$ cat config.mk
export PLATFORM = sky130hd
export DESIGN_NAME = muldiv_unit_flat
export DESIGN_NICKNAME = d
export VERILOG_FILES = /design/src/rtl/muldiv_pkg.sv /design/src/rtl/muldiv_if.sv /design/src/rtl/muldiv_div_iter.sv /design/src/rtl/muldiv_unit.sv /design/src/flat_wrapper.sv
export SDC_FILE = /design/constraint.sdc
export NUM_CORES = 2
export LEC_CHECK = 0
export CELL_PAD_IN_SITES_DETAIL_PLACEMENT = 1
export CELL_PAD_IN_SITES_GLOBAL_PLACEMENT = 1
export CORE_MARGIN = 5
export CORE_UTILIZATION = 45
export DETAILED_ROUTE_END_ITERATION = 8
export GPL_ROUTABILITY_DRIVEN = 0
export PLACE_DENSITY_LB_ADDON = 0.1
export SETUP_SLACK_MARGIN = 0.4
export SLEW_MARGIN = 30
export SYNTH_ARGS = -nofsm -noshare
export SYNTH_HDL_FRONTEND = slang
export SYNTH_HIERARCHICAL = 1
export SYNTH_SLANG_ARGS = --single-unit
$ cat constraint.sdc
create_clock -name clk -period 19.2 [get_ports clk]
set_clock_uncertainty 0.05 [all_clocks]
set_input_delay 1.92 -clock clk [delete_from_list [all_inputs] [get_ports clk]]
set_output_delay 1.92 -clock clk [all_outputs]
set_load 0.02 [all_outputs]
$ cat src/rtl/muldiv_pkg.sv
// muldiv_pkg: shared constants, operation encodings, FSM state type and
// small op-decode helpers for the multiply/divide unit.
// Optional feature macro: MULDIV_MACC_EN (enables MADD/MADDU/MSUB/MSUBU).
package muldiv_pkg;

  localparam int unsigned MULDIV_DATA_WIDTH = 32;
  localparam int unsigned OP_WIDTH          = 3;

  localparam logic [OP_WIDTH-1:0] MULDIV_OP_MULT  = 3'd0;
  localparam logic [OP_WIDTH-1:0] MULDIV_OP_MULTU = 3'd1;
  localparam logic [OP_WIDTH-1:0] MULDIV_OP_DIV   = 3'd2;
  localparam logic [OP_WIDTH-1:0] MULDIV_OP_DIVU  = 3'd3;
  localparam logic [OP_WIDTH-1:0] MULDIV_OP_MADD  = 3'd4;
  localparam logic [OP_WIDTH-1:0] MULDIV_OP_MADDU = 3'd5;
  localparam logic [OP_WIDTH-1:0] MULDIV_OP_MSUB  = 3'd6;
  localparam logic [OP_WIDTH-1:0] MULDIV_OP_MSUBU = 3'd7;

  typedef enum logic [2:0] {
    S_IDLE = 3'd0,
    S_MUL  = 3'd1,
`ifdef MULDIV_MACC_EN
    S_ACC  = 3'd2,
`endif
    S_DIV  = 3'd3,
    S_FIX  = 3'd4,
    S_DONE = 3'd5
  } state_e;

  // Signed variants take two's-complement magnitudes
  function automatic logic op_signed(input logic [OP_WIDTH-1:0] op);
    return !(op == MULDIV_OP_MULTU || op == MULDIV_OP_DIVU ||
             op == MULDIV_OP_MADDU || op == MULDIV_OP_MSUBU);
  endfunction

  function automatic logic op_div(input logic [OP_WIDTH-1:0] op);
    return (op == MULDIV_OP_DIV) || (op == MULDIV_OP_DIVU);
  endfunction

  function automatic logic op_acc(input logic [OP_WIDTH-1:0] op);
    return (op == MULDIV_OP_MADD) || (op == MULDIV_OP_MADDU) ||
           (op == MULDIV_OP_MSUB) || (op == MULDIV_OP_MSUBU);
  endfunction

  function automatic logic op_sub(input logic [OP_WIDTH-1:0] op);
    return (op == MULDIV_OP_MSUB) || (op == MULDIV_OP_MSUBU);
  endfunction

  // Accumulate codes are only accepted when the accumulate path is built
  function automatic logic op_legal(input logic [OP_WIDTH-1:0] op);
    logic ok;
    ok = (op == MULDIV_OP_MULT) || (op == MULDIV_OP_MULTU) || op_div(op);
`ifdef MULDIV_MACC_EN
    ok = ok || op_acc(op);
`endif
    return ok;
  endfunction

endpackage

$ cat src/rtl/muldiv_if.sv
// muldiv_if: issue/result bundle between EX and the multiply/divide unit.
// master (EX side) drives start, op, opa, opb, acc_hi, acc_lo, annul;
// slave (unit side) drives stall_req, busy, done, hi, lo, div_by_zero.
interface muldiv_if #(
  parameter int unsigned W = muldiv_pkg::MULDIV_DATA_WIDTH
) ();

  logic                               start;
  logic [muldiv_pkg::OP_WIDTH-1:0]    op;
  logic [W-1:0]                       opa;
  logic [W-1:0]                       opb;
  logic [W-1:0]                       acc_hi;
  logic [W-1:0]                       acc_lo;
  logic                               annul;
  logic                               stall_req;
  logic                               busy;
  logic                               done;
  logic [W-1:0]                       hi;
  logic [W-1:0]                       lo;
  logic                               div_by_zero;

  modport master (
    output start, op, opa, opb, acc_hi, acc_lo, annul,
    input  stall_req, busy, done, hi, lo, div_by_zero
  );

  modport slave (
    input  start, op, opa, opb, acc_hi, acc_lo, annul,
    output stall_req, busy, done, hi, lo, div_by_zero
  );

endinterface

$ cat src/rtl/muldiv_div_iter.sv
// muldiv_div_iter: restoring radix-2 unsigned divider, one quotient bit per
// cycle, MSB first. Ports: clk, rst_n (sync, active-low), start/annul
// control, dividend/divisor magnitudes in, done_c (combinational, high in
// the final iteration cycle), quo/rem registered results.
module muldiv_div_iter
  import muldiv_pkg::*;
#(
  parameter int unsigned W = MULDIV_DATA_WIDTH
) (
  input  logic         clk,
  input  logic         rst_n,
  input  logic         start,
  input  logic         annul,
  input  logic [W-1:0] dividend,
  input  logic [W-1:0] divisor,
  output logic         done_c,
  output logic [W-1:0] quo,
  output logic [W-1:0] rem
);

  localparam int unsigned CW = $clog2(W);

  logic [CW-1:0] cnt;
  logic          run;
  logic [W-1:0]  dsr;
  logic [W:0]    shifted_c;
  logic [W:0]    trial_c;

  // Partial remainder needs one extra bit; a set MSB means the trial underflowed
  assign shifted_c = {rem, quo[W-1]};
  assign trial_c   = shifted_c - {1'b0, dsr};
  assign done_c    = run && (cnt == CW'(W-1));

  // Iteration: quo doubles as the dividend shift register
  always_ff @(posedge clk) begin
    if (!rst_n) begin
      cnt <= '0;
      run <= 1'b0;
      dsr <= '0;
      quo <= '0;
      rem <= '0;
    end else if (annul) begin
      cnt <= '0;
      run <= 1'b0;
    end else if (start) begin
      cnt <= '0;
      run <= 1'b1;
      dsr <= divisor;
      quo <= dividend;
      rem <= '0;
    end else if (run) begin
      if (!trial_c[W]) begin
        rem <= trial_c[W-1:0];
        quo <= {quo[W-2:0], 1'b1};
      end else begin
        rem <= shifted_c[W-1:0];
        quo <= {quo[W-2:0], 1'b0};
      end
      cnt <= cnt + CW'(1);
      if (done_c) begin
        run <= 1'b0;
        cnt <= '0;
      end
    end
  end

endmodule

$ cat src/rtl/muldiv_unit.sv
// muldiv_unit: multi-cycle multiply/divide unit for the EX stage producing
// a HI/LO result pair. Ports: clk, rst_n (sync, active-low), bus
// (muldiv_if.slave: issue strobe, op, operands, forwarded HI/LO, annul in;
// stall request, busy, one-cycle done strobe, hi/lo, div_by_zero out).
// Optional feature macro: MULDIV_MACC_EN builds the multiply-accumulate
// ops and the ACC state; without it those op codes are ignored.
module muldiv_unit
  import muldiv_pkg::*;
#(
  parameter int unsigned DATA_WIDTH = MULDIV_DATA_WIDTH
) (
  input logic      clk,
  input logic      rst_n,
  muldiv_if.slave  bus
);

  localparam int unsigned W  = DATA_WIDTH;
  localparam int unsigned DW = 2 * W;

  state_e        state;
  logic [W-1:0]  mag_a;
  logic [W-1:0]  mag_b;
  logic          neg_res;
  logic          neg_rem;

  logic          issue_c;
  logic          a_neg_c;
  logic          b_neg_c;
  logic [W-1:0]  a_mag_c;
  logic [W-1:0]  b_mag_c;
  logic          div_zero_c;
  logic          div_start_c;
  logic [DW-1:0] prod_c;
  logic [DW-1:0] prod_s_c;

  logic          div_done_c;
  logic [W-1:0]  div_quo;
  logic [W-1:0]  div_rem;

`ifdef MULDIV_MACC_EN
  logic          acc_op;
  logic          sub_op;
  logic [DW-1:0] acc;
  logic [DW-1:0] prod;
`else
  logic          unused_acc;
  assign unused_acc = ^{bus.acc_hi, bus.acc_lo};
`endif

  // Issue decode and operand magnitudes
  assign issue_c     = (state == S_IDLE) && bus.start && op_legal(bus.op) && !bus.annul;
  assign a_neg_c     = op_signed(bus.op) && bus.opa[W-1];
  assign b_neg_c     = op_signed(bus.op) && bus.opb[W-1];
  assign a_mag_c     = a_neg_c ? (~bus.opa + W'(1)) : bus.opa;
  assign b_mag_c     = b_neg_c ? (~bus.opb + W'(1)) : bus.opb;
  assign div_zero_c  = op_div(bus.op) && (bus.opb == '0);
  assign div_start_c = issue_c && op_div(bus.op) && !div_zero_c;

  // Hold the pipeline from issue until the result cycle
  assign bus.stall_req = issue_c || ((state != S_IDLE) && (state != S_DONE));

  // Magnitude product, signed result applied afterwards
  assign prod_c   = {{W{1'b0}}, mag_a} * {{W{1'b0}}, mag_b};
  assign prod_s_c = neg_res ? (~prod_c + DW'(1)) : prod_c;

  muldiv_div_iter #(.W(W)) u_div (
    .clk      (clk),
    .rst_n    (rst_n),
    .start    (div_start_c),
    .annul    (bus.annul),
    .dividend (a_mag_c),
    .divisor  (b_mag_c),
    .done_c   (div_done_c),
    .quo      (div_quo),
    .rem      (div_rem)
  );

  // Sequencing FSM with registered result outputs
  always_ff @(posedge clk) begin
    if (!rst_n) begin
      state           <= S_IDLE;
      mag_a           <= '0;
      mag_b           <= '0;
      neg_res         <= 1'b0;
      neg_rem         <= 1'b0;
      bus.busy        <= 1'b0;
      bus.done        <= 1'b0;
      bus.hi          <= '0;
      bus.lo          <= '0;
      bus.div_by_zero <= 1'b0;
`ifdef MULDIV_MACC_EN
      acc_op          <= 1'b0;
      sub_op          <= 1'b0;
      acc             <= '0;
      prod            <= '0;
`endif
    end else begin
      bus.done        <= 1'b0;
      bus.div_by_zero <= 1'b0;
      if (bus.annul) begin
        state    <= S_IDLE;
        bus.busy <= 1'b0;
      end else begin
        case (state)
          S_IDLE: begin
            if (issue_c) begin
              bus.busy <= 1'b1;
              mag_a    <= a_mag_c;
              mag_b    <= b_mag_c;
              neg_res  <= a_neg_c ^ b_neg_c;
              neg_rem  <= a_neg_c;
`ifdef MULDIV_MACC_EN
              acc_op   <= op_acc(bus.op);
              sub_op   <= op_sub(bus.op);
              acc      <= {bus.acc_hi, bus.acc_lo};
`endif
              if (div_zero_c) begin
                // Divide by zero: skip the divider, report immediately
                bus.hi          <= bus.opa;
                bus.lo          <= '1;
                bus.div_by_zero <= 1'b1;
                bus.done        <= 1'b1;
                state           <= S_DONE;
              end else if (op_div(bus.op)) begin
                state <= S_DIV;
              end else begin
                state <= S_MUL;
              end
            end
          end
          S_MUL: begin
`ifdef MULDIV_MACC_EN
            if (acc_op) begin
              prod  <= prod_s_c;
              state <= S_ACC;
            end else begin
              {bus.hi, bus.lo} <= prod_s_c;
              bus.done         <= 1'b1;
              state            <= S_DONE;
            end
`else
            {bus.hi, bus.lo} <= prod_s_c;
            bus.done         <= 1'b1;
            state            <= S_DONE;
`endif
          end
`ifdef MULDIV_MACC_EN
          S_ACC: begin
            {bus.hi, bus.lo} <= sub_op ? (acc - prod) : (acc + prod);
            bus.done         <= 1'b1;
            state            <= S_DONE;
          end
`endif
          S_DIV: begin
            if (div_done_c) state <= S_FIX;
          end
          S_FIX: begin
            // Quotient takes the sign product, remainder the dividend's sign
            bus.lo   <= neg_res ? (~div_quo + W'(1)) : div_quo;
            bus.hi   <= neg_rem ? (~div_rem + W'(1)) : div_rem;
            bus.done <= 1'b1;
            state    <= S_DONE;
          end
          S_DONE: begin
            bus.busy <= 1'b0;
            state    <= S_IDLE;
          end
          default: begin
            bus.busy <= 1'b0;
            state    <= S_IDLE;
          end
        endcase
      end
    end
  end

endmodule

$ cat src/flat_wrapper.sv
// flat-port wrapper written by rule: the top's interface ports become plain ports
module muldiv_unit_flat import muldiv_pkg::*;
#(
  parameter int unsigned DATA_WIDTH = MULDIV_DATA_WIDTH
)
  (clk, rst_n, bus_start, bus_op, bus_opa, bus_opb, bus_acc_hi, bus_acc_lo, bus_annul, bus_stall_req, bus_busy, bus_done, bus_hi, bus_lo, bus_div_by_zero);
  muldiv_if #(.W((32))) bus_i ();
  input logic clk;
  input logic rst_n;
  input wire logic [$bits(bus_i.start)-1:0] bus_start;
  input wire logic [$bits(bus_i.op)-1:0] bus_op;
  input wire logic [$bits(bus_i.opa)-1:0] bus_opa;
  input wire logic [$bits(bus_i.opb)-1:0] bus_opb;
  input wire logic [$bits(bus_i.acc_hi)-1:0] bus_acc_hi;
  input wire logic [$bits(bus_i.acc_lo)-1:0] bus_acc_lo;
  input wire logic [$bits(bus_i.annul)-1:0] bus_annul;
  output wire logic [$bits(bus_i.stall_req)-1:0] bus_stall_req;
  output wire logic [$bits(bus_i.busy)-1:0] bus_busy;
  output wire logic [$bits(bus_i.done)-1:0] bus_done;
  output wire logic [$bits(bus_i.hi)-1:0] bus_hi;
  output wire logic [$bits(bus_i.lo)-1:0] bus_lo;
  output wire logic [$bits(bus_i.div_by_zero)-1:0] bus_div_by_zero;
  assign bus_i.start = bus_start;
  assign bus_i.op = bus_op;
  assign bus_i.opa = bus_opa;
  assign bus_i.opb = bus_opb;
  assign bus_i.acc_hi = bus_acc_hi;
  assign bus_i.acc_lo = bus_acc_lo;
  assign bus_i.annul = bus_annul;
  assign bus_stall_req = bus_i.stall_req;
  assign bus_busy = bus_i.busy;
  assign bus_done = bus_i.done;
  assign bus_hi = bus_i.hi;
  assign bus_lo = bus_i.lo;
  assign bus_div_by_zero = bus_i.div_by_zero;
  muldiv_unit #(.DATA_WIDTH(DATA_WIDTH)) u_core (.clk(clk), .rst_n(rst_n), .bus(bus_i));
endmodule
# Yosys cells after proc, flatten, opt, wreduce, memory -nomap -nowiden
# Index checks and enable logic that the tools add are counted.
[word_totals]
ff_bits = 238
in_bits = 135
out_inout_bits = 68
elab_cells = 114
[classes]
eq_ne = 13
n_reduce_logical = 37
add_sub_neg = 7
bitwise_logic = 10
n_mux = 31
mul = 1
[ops]
columns = ["cell", "n"]
rows = [
  ["two-way mux 32 bit", 13],
  ["one-hot mux 32 bit (3 select lines)", 2],
  ["adder 32 x 1 -> 32 bit (second input constant)", 4],
  ["inverter 32 bit", 4],
  ["adder 64 x 1 -> 64 bit (second input constant)", 1],
  ["multiplier 32 x 32 -> 64 bit", 1],
  ["two-way mux 64 bit", 1],
  ["inverter 64 bit", 1],
  ["subtractor 33 x 32 -> 33 bit", 1],
  ["logical NOT 32 bit", 1],
  ["logical AND 1 bit", 10],
  ["== test 3 x 2 -> 1 bit (second input constant)", 3],
  ["== test 3 bit (second input constant)", 3],
  ["two-way mux 3 bit", 3],
  ["one-hot mux 3 bit (3 select lines)", 1],
  ["OR reduction 3 bit", 3],
  ["AND reduction 2 bit", 4],
  ["logical OR 1 bit", 7],
  ["two-way mux 1 bit", 7],
  ["== test 3 x 1 -> 1 bit (second input constant)", 2],
  ["logical NOT 3 bit", 2],
  ["!= test 2 x 1 -> 1 bit (second input constant)", 3],
  ["nonzero test 3 bit", 2],
  ["adder 5 x 1 -> 5 bit (second input constant)", 1],
  ["12 further kinds", 19],
]

# Longest topological paths before layout
[logic_depth]
depth_word = 9
mapped_depth = 32
ltp_nobuf = 29

# Cells and area by module
# Netlist, hierarchy kept.
[modules_own_cells]
columns = ["mod", "area_each_um2", "n_inst", "seq_area_each_um2", "cells_per_inst"]
rows = [
  ["muldiv_unit", 43967.2, 1, 2722.6, 5188],
  ["muldiv_div_iter", 6000.8, 1, 2042.0, 733],
]

# Worst setup path after synthesis
# No wires, ideal clock.
[synth_path]
path_type = "register -> register"
start = "register u_core.mag_a[16]"
end = "register u_core.bus.hi[31]"
synth_period_minus_slack_ns = 8.430
n_path_buf = 2
arrival_ns = 8.260
setup_slack_ns = 10.770
setup_time_ns = 0.120
stages_incl_launch_ff = 29
required_ns = 19.030
cell_sequence = "dfxtp_1 > clkbuf_1 > and2_1 > fa_1 > inv_1 > fa_1 > fa_1 > fa_1 > inv_1 > fa_1 > inv_1 > fa_1 > inv_1 > fa_1 > fa_1 > ha_1 > buf_4 > and4_1 > nand2_1 > a2111o_1 > a21boi_4 > o31ai_4 > a41oi_1 > a31oi_1 > xnor2_1 > or2_2 > or4_4 > or3_4 > a211o_1"
[synth_between]
elab_chain_len = 5
[synth_lines]
columns = ["item", "line", "text"]
rows = [
  ["start, declared", "muldiv_unit.sv:21", "logic [W-1:0] mag_a;"],
  ["start signal, assigned", "muldiv_unit.sv:108", "mag_a <= a_mag_c;"],
  ["multiplier 32 x 32 -> 64 bit (*)", "muldiv_unit.sv:63", "assign prod_c = {{W{1'b0}}, mag_a} * {{W{1'b0}}, mag_b};"],
  ["inverter 64 bit", "muldiv_unit.sv:64", "assign prod_s_c = neg_res ? (~prod_c + DW'(1)) : prod_c;"],
  ["adder 64 x 1 -> 64 bit", "muldiv_unit.sv:64", ""],
  ["two-way mux 64 bit (*)", "muldiv_unit.sv:64", ""],
  ["one-hot mux 32 bit (3 select lines) (*)", "muldiv_unit.sv:104", "case (state)"],
  ["end signal, assigned", "muldiv_unit.sv:119", "bus.hi <= bus.opa;"],
  ["end signal, assigned", "muldiv_unit.sv:142", "{bus.hi, bus.lo} <= prod_s_c;"],
  ["end signal, assigned", "muldiv_unit.sv:160", "bus.hi <= neg_rem ? (~div_rem + W'(1)) : div_rem;"],
  ["end, declared", "muldiv_if.sv:29", "output stall_req, busy, done, hi, lo, div_by_zero"],
]
# Every way passes the cells marked *; elsewhere a longest branch is shown, timed or not.
# A chain may end at the register's enable or synchronous reset.

# Final worst setup path
[layout_path]
start = "register u_core.mag_a[21]"
end = "register u_core.bus.hi[26]"
# The elaborated chain is that of the path after synthesis.

==> metrics.log <==
INFO  metric global_route.usage.total = 0.282
INFO  metric io_pins = 203
INFO  metric critical_path_buf_inv_count = 2
INFO  metric post_cts_resize_count = 0
INFO  metric grt_first_pass_wirelength = 262000 µm
INFO  metric cts.reportedPaths.clkPinSlew = 0.08 ns
INFO  metric vdd_ir_drop_max = 0.0697 mV
INFO  metric grtUsageMet1 = 0.382
INFO  metric clockRootBuffer = sky130_fd_sc_hd__clkbuf_16
INFO  metric die_w = 343 µm
INFO  metric number_of_global_route_vias_before_repair = 45300
INFO  metric cap_viol_max_count = 0
INFO  metric cts_inserted_buffers = 27
INFO  metric postCtsHoldBufs = 0
INFO  metric min_from = u_core/u_div/dsr[6]$_SDFFE_PN0P_
INFO  metric grt_max_degree = 104
INFO  metric max_freq = 0.0962 GHz
INFO  metric post_synthesis_register_bit_count = 238
INFO  metric number_of_enable_flip_flop_cells_after_synthesis = 0
INFO  metric yosysWarnings = 6
INFO  metric setup_slack = 8.81 ns
INFO  metric cts_num_sinks = 238
INFO  metric clk_latency = 0.59 ns
INFO  metric postSynthNetCount = 7255
INFO  metric max_slew.worst_pin.slew = 1.07 ns
INFO  metric top_usage_layer = met2
INFO  metric core-area = 111000 µm²
INFO  metric cts.htree.levels = 1
INFO  metric area.growth.synth_to_final = 7.26%
INFO  metric yosys.cell_types.count = 102
INFO  metric cts_tree = done
INFO  metric slew-limit-headroom = 0.287
INFO  metric clock_path_buffers = 3
INFO  metric fraction_of_layout_instances_using_a_drive_strength_above_1 = 0.0370
INFO  metric detail_route.iter0.violations = 2452
INFO  metric layout.cells.most_common = sky130_fd_sc_hd__inv_1
INFO  metric rr_startpoint = u_core/mag_a[21]$_SDFFE_PN0P_
INFO  metric report.final.setup_viol = 0
INFO  metric synthesis.area_per_instance = 8.44 µm²
INFO  metric number_of_standard_cells_after_synthesis = 5921
INFO  metric cts.repair_timing.setup_buffer_count = 0
INFO  metric groute.layer.met3.usage = 0.0329
INFO  metric grt.met2_usage = 0.480
INFO  metric arrival_time_reported_for_the_critical_path_endpoint = 10.80 ns
INFO  metric final.fill_count = 13100
INFO  metric die-height = 343 µm
INFO  metric leakagePower = 25.2 nW
INFO  metric drt_total_wl = 165000 µm
INFO  metric synth_area = 50000 µm²
INFO  metric period_share = 0.541
INFO  metric synth.yosys.seq_area_share = 0.0954
INFO  metric run_status = complete, no violations
INFO  metric cp-start-kind = register
INFO  metric nNetsFinal = 7154
INFO  metric finalSetupTns = 0 ns
INFO  metric synth_async_sr_flop_share = 0
INFO  metric seq_area = 4790 µm²
INFO  metric post_drt_via_cell_ratio = 5.60
INFO  metric most_used_flip_flop_cell_after_synthesis = sky130_fd_sc_hd__dfxtp_1
INFO  metric grt_antenna_before_repair = 4
INFO  metric min-delay-path-class = reg2reg
INFO  metric timing.critical_path.mode_cell = sky130_fd_sc_hd__fa_1
INFO  metric core.rowCount = 122
INFO  metric worstSetupPathType = reg2reg
INFO  metric crit_path_end_kind = register
INFO  metric power.density = 34.7 nW/µm²
INFO  metric grt_setup_unrepaired = no
INFO  metric cp_top_family = adder cells
INFO  metric dieArea = 118000 µm²
INFO  metric grt_remaining_overflow = 0
INFO  metric drt-pass1-iter-count = 6
INFO  metric initial_utilization = 0.452
INFO  metric detail_route.drc_violations = 0
INFO  metric cp_slowest_cell = sky130_fd_sc_hd__dfxtp_2
INFO  metric hold_ws = 0.420 ns
INFO  metric finalMaxSlewViolations = 0
INFO  metric post-dp-hpwl = 133000 µm
INFO  metric post_dr_wirelength_cell = 22.5 µm
INFO  metric critical_path.max_stage_delay = 1.02 ns
INFO  metric multiInputGateArea = 40500 µm²
INFO  metric final_antenna_net_count = 0
INFO  metric setup.worst_path.start = u_core/mag_a[21]$_SDFFE_PN0P_
INFO  metric port_buffers = 138
INFO  metric final_period_minus_worst_setup_slack = 10.39 ns
INFO  metric required = 19.61 ns
INFO  metric hold_viol_final = 0
INFO  metric path_max_fanout = 33
INFO  metric dp_worst_setup_slack = 8.93 ns
INFO  metric dr_total_vias = 41100
INFO  metric layout.cells.most_common_list = sky130_fd_sc_hd__inv_1, sky130_fd_sc_hd__fa_1, sky130_fd_sc_hd__nand2_1
-- cells by family after synthesis --
| kind of cell | share of synthesized area |
|---|---|
| fa+ha+maj | 0.435 |
| flops | 0.0954 |
| compound gates | 0.120 |
| mux | 0.00804 |
| simple gates | 0.202 |
| xor+xnor | 0.0429 |
| buf+inv | 0.0964 |
-- final timing paths --
path / end / slack, ns / cells after the start
worst min-delay path: u_core/u_div/dsr[6]$_SDFFE_PN0P_ / 0.42 / 2
worst min register to register: u_core/u_div/dsr[6]$_SDFFE_PN0P_ / 0.42 / 2
worst max register to register: u_core/bus.hi[26]$_SDFFE_PN0P_ / 8.81 / 25
worst max-delay path: u_core/bus.hi[26]$_SDFFE_PN0P_ / 8.81 / 25
-- routing by layer --
metal  wire length [µm]  vias to the layer above
met3               7690                      259
met4               5300                        2
li1                   -                    18400
met2              79000                      906
met5                 13                        -
met1              73100                    21500
-- report_power, final --
part / internal (mW) / switching [mW] / total [mW]
Clock: 0.349 / 0.246 / 0.594
Sequential: 0.509 / 0.0237 / 0.533
Combinational: 0.251 / 0.482 / 0.733
-- flip-flops by register name, indices dropped and copies added, names as in the netlist --
register and flops:
u_core/u_div/run 1, u_core/u_div/quo 32, u_core/neg_rem 1, u_core/u_div/cnt 5, u_core/neg_res 1, u_core/bus.div_by_zero 1, u_core/state 3, u_core/bus.lo 32
u_core/mag_a 32, u_core/bus.hi 32, u_core/bus.busy 1, u_core/bus.done 1, u_core/mag_b 32, u_core/u_div/rem 32, u_core/u_div/dsr 32
-- worst reg2reg max path: cells and delay by family (launching register included) --
family,cells,cell delay (ns)
AO/OA/AOI/OAI,3,0.82
XOR/XNOR,2,0.46
adder cells (fa/ha/maj),9,4.51
buffers and inverters,2,0.11
flip-flops,1,1.02
AND/OR/NAND/NOR,9,3.32
-- final cells by class --
class,instances,share of cell area
inverter,923,0.0646
sequential,238,0.0894
timing repair buffer,219,0.0375
clock inverter,16,0.00418
antenna,4,0.000187
clock buffer,33,0.0141
tap,1488,0.0347
multi-input combinational,4411,0.755
-- synthesized netlist by cell type, types with 30 or more instances --
master	instances	area share
sky130_fd_sc_hd__a21boi_0	44	0.0066
sky130_fd_sc_hd__a21o_1	43	0.0065
sky130_fd_sc_hd__a21oi_1	232	0.023
sky130_fd_sc_hd__a221oi_1	40	0.0070
sky130_fd_sc_hd__and2_1	604	0.076
sky130_fd_sc_hd__clkbuf_1	312	0.023
sky130_fd_sc_hd__dfxtp_1	238	0.095
sky130_fd_sc_hd__fa_1	897	0.36
sky130_fd_sc_hd__ha_1	302	0.076
sky130_fd_sc_hd__inv_1	922	0.069
sky130_fd_sc_hd__mux2i_1	39	0.0078
sky130_fd_sc_hd__nand2_1	760	0.057
sky130_fd_sc_hd__nand3_1	42	0.0042
sky130_fd_sc_hd__nand4_1	32	0.0040
sky130_fd_sc_hd__nor2_1	301	0.023
sky130_fd_sc_hd__nor3_1	56	0.0056
sky130_fd_sc_hd__nor3b_1	64	0.0096
sky130_fd_sc_hd__o211a_1	42	0.0084
sky130_fd_sc_hd__o21ai_0	220	0.022
sky130_fd_sc_hd__o21ai_1	30	0.0030
sky130_fd_sc_hd__o31ai_1	38	0.0057
sky130_fd_sc_hd__xnor2_1	140	0.025
sky130_fd_sc_hd__xor2_1	103	0.018
-- per-stage QoR --
stage,cell area (µm²),power [mW],std cells,utilization
2_1_floorplan,50000,0.992,5921,-
3_3_place_gp,52600,1.26,7278,0.476
3_5_place_dp,52600,1.26,7278,0.476
4_1_cts,53500,1.87,7327,0.485
5_1_grt,53600,1.96,7328,0.485
6_report,53600,1.86,7332,0.485
Power figures use the tool's default switching activity.
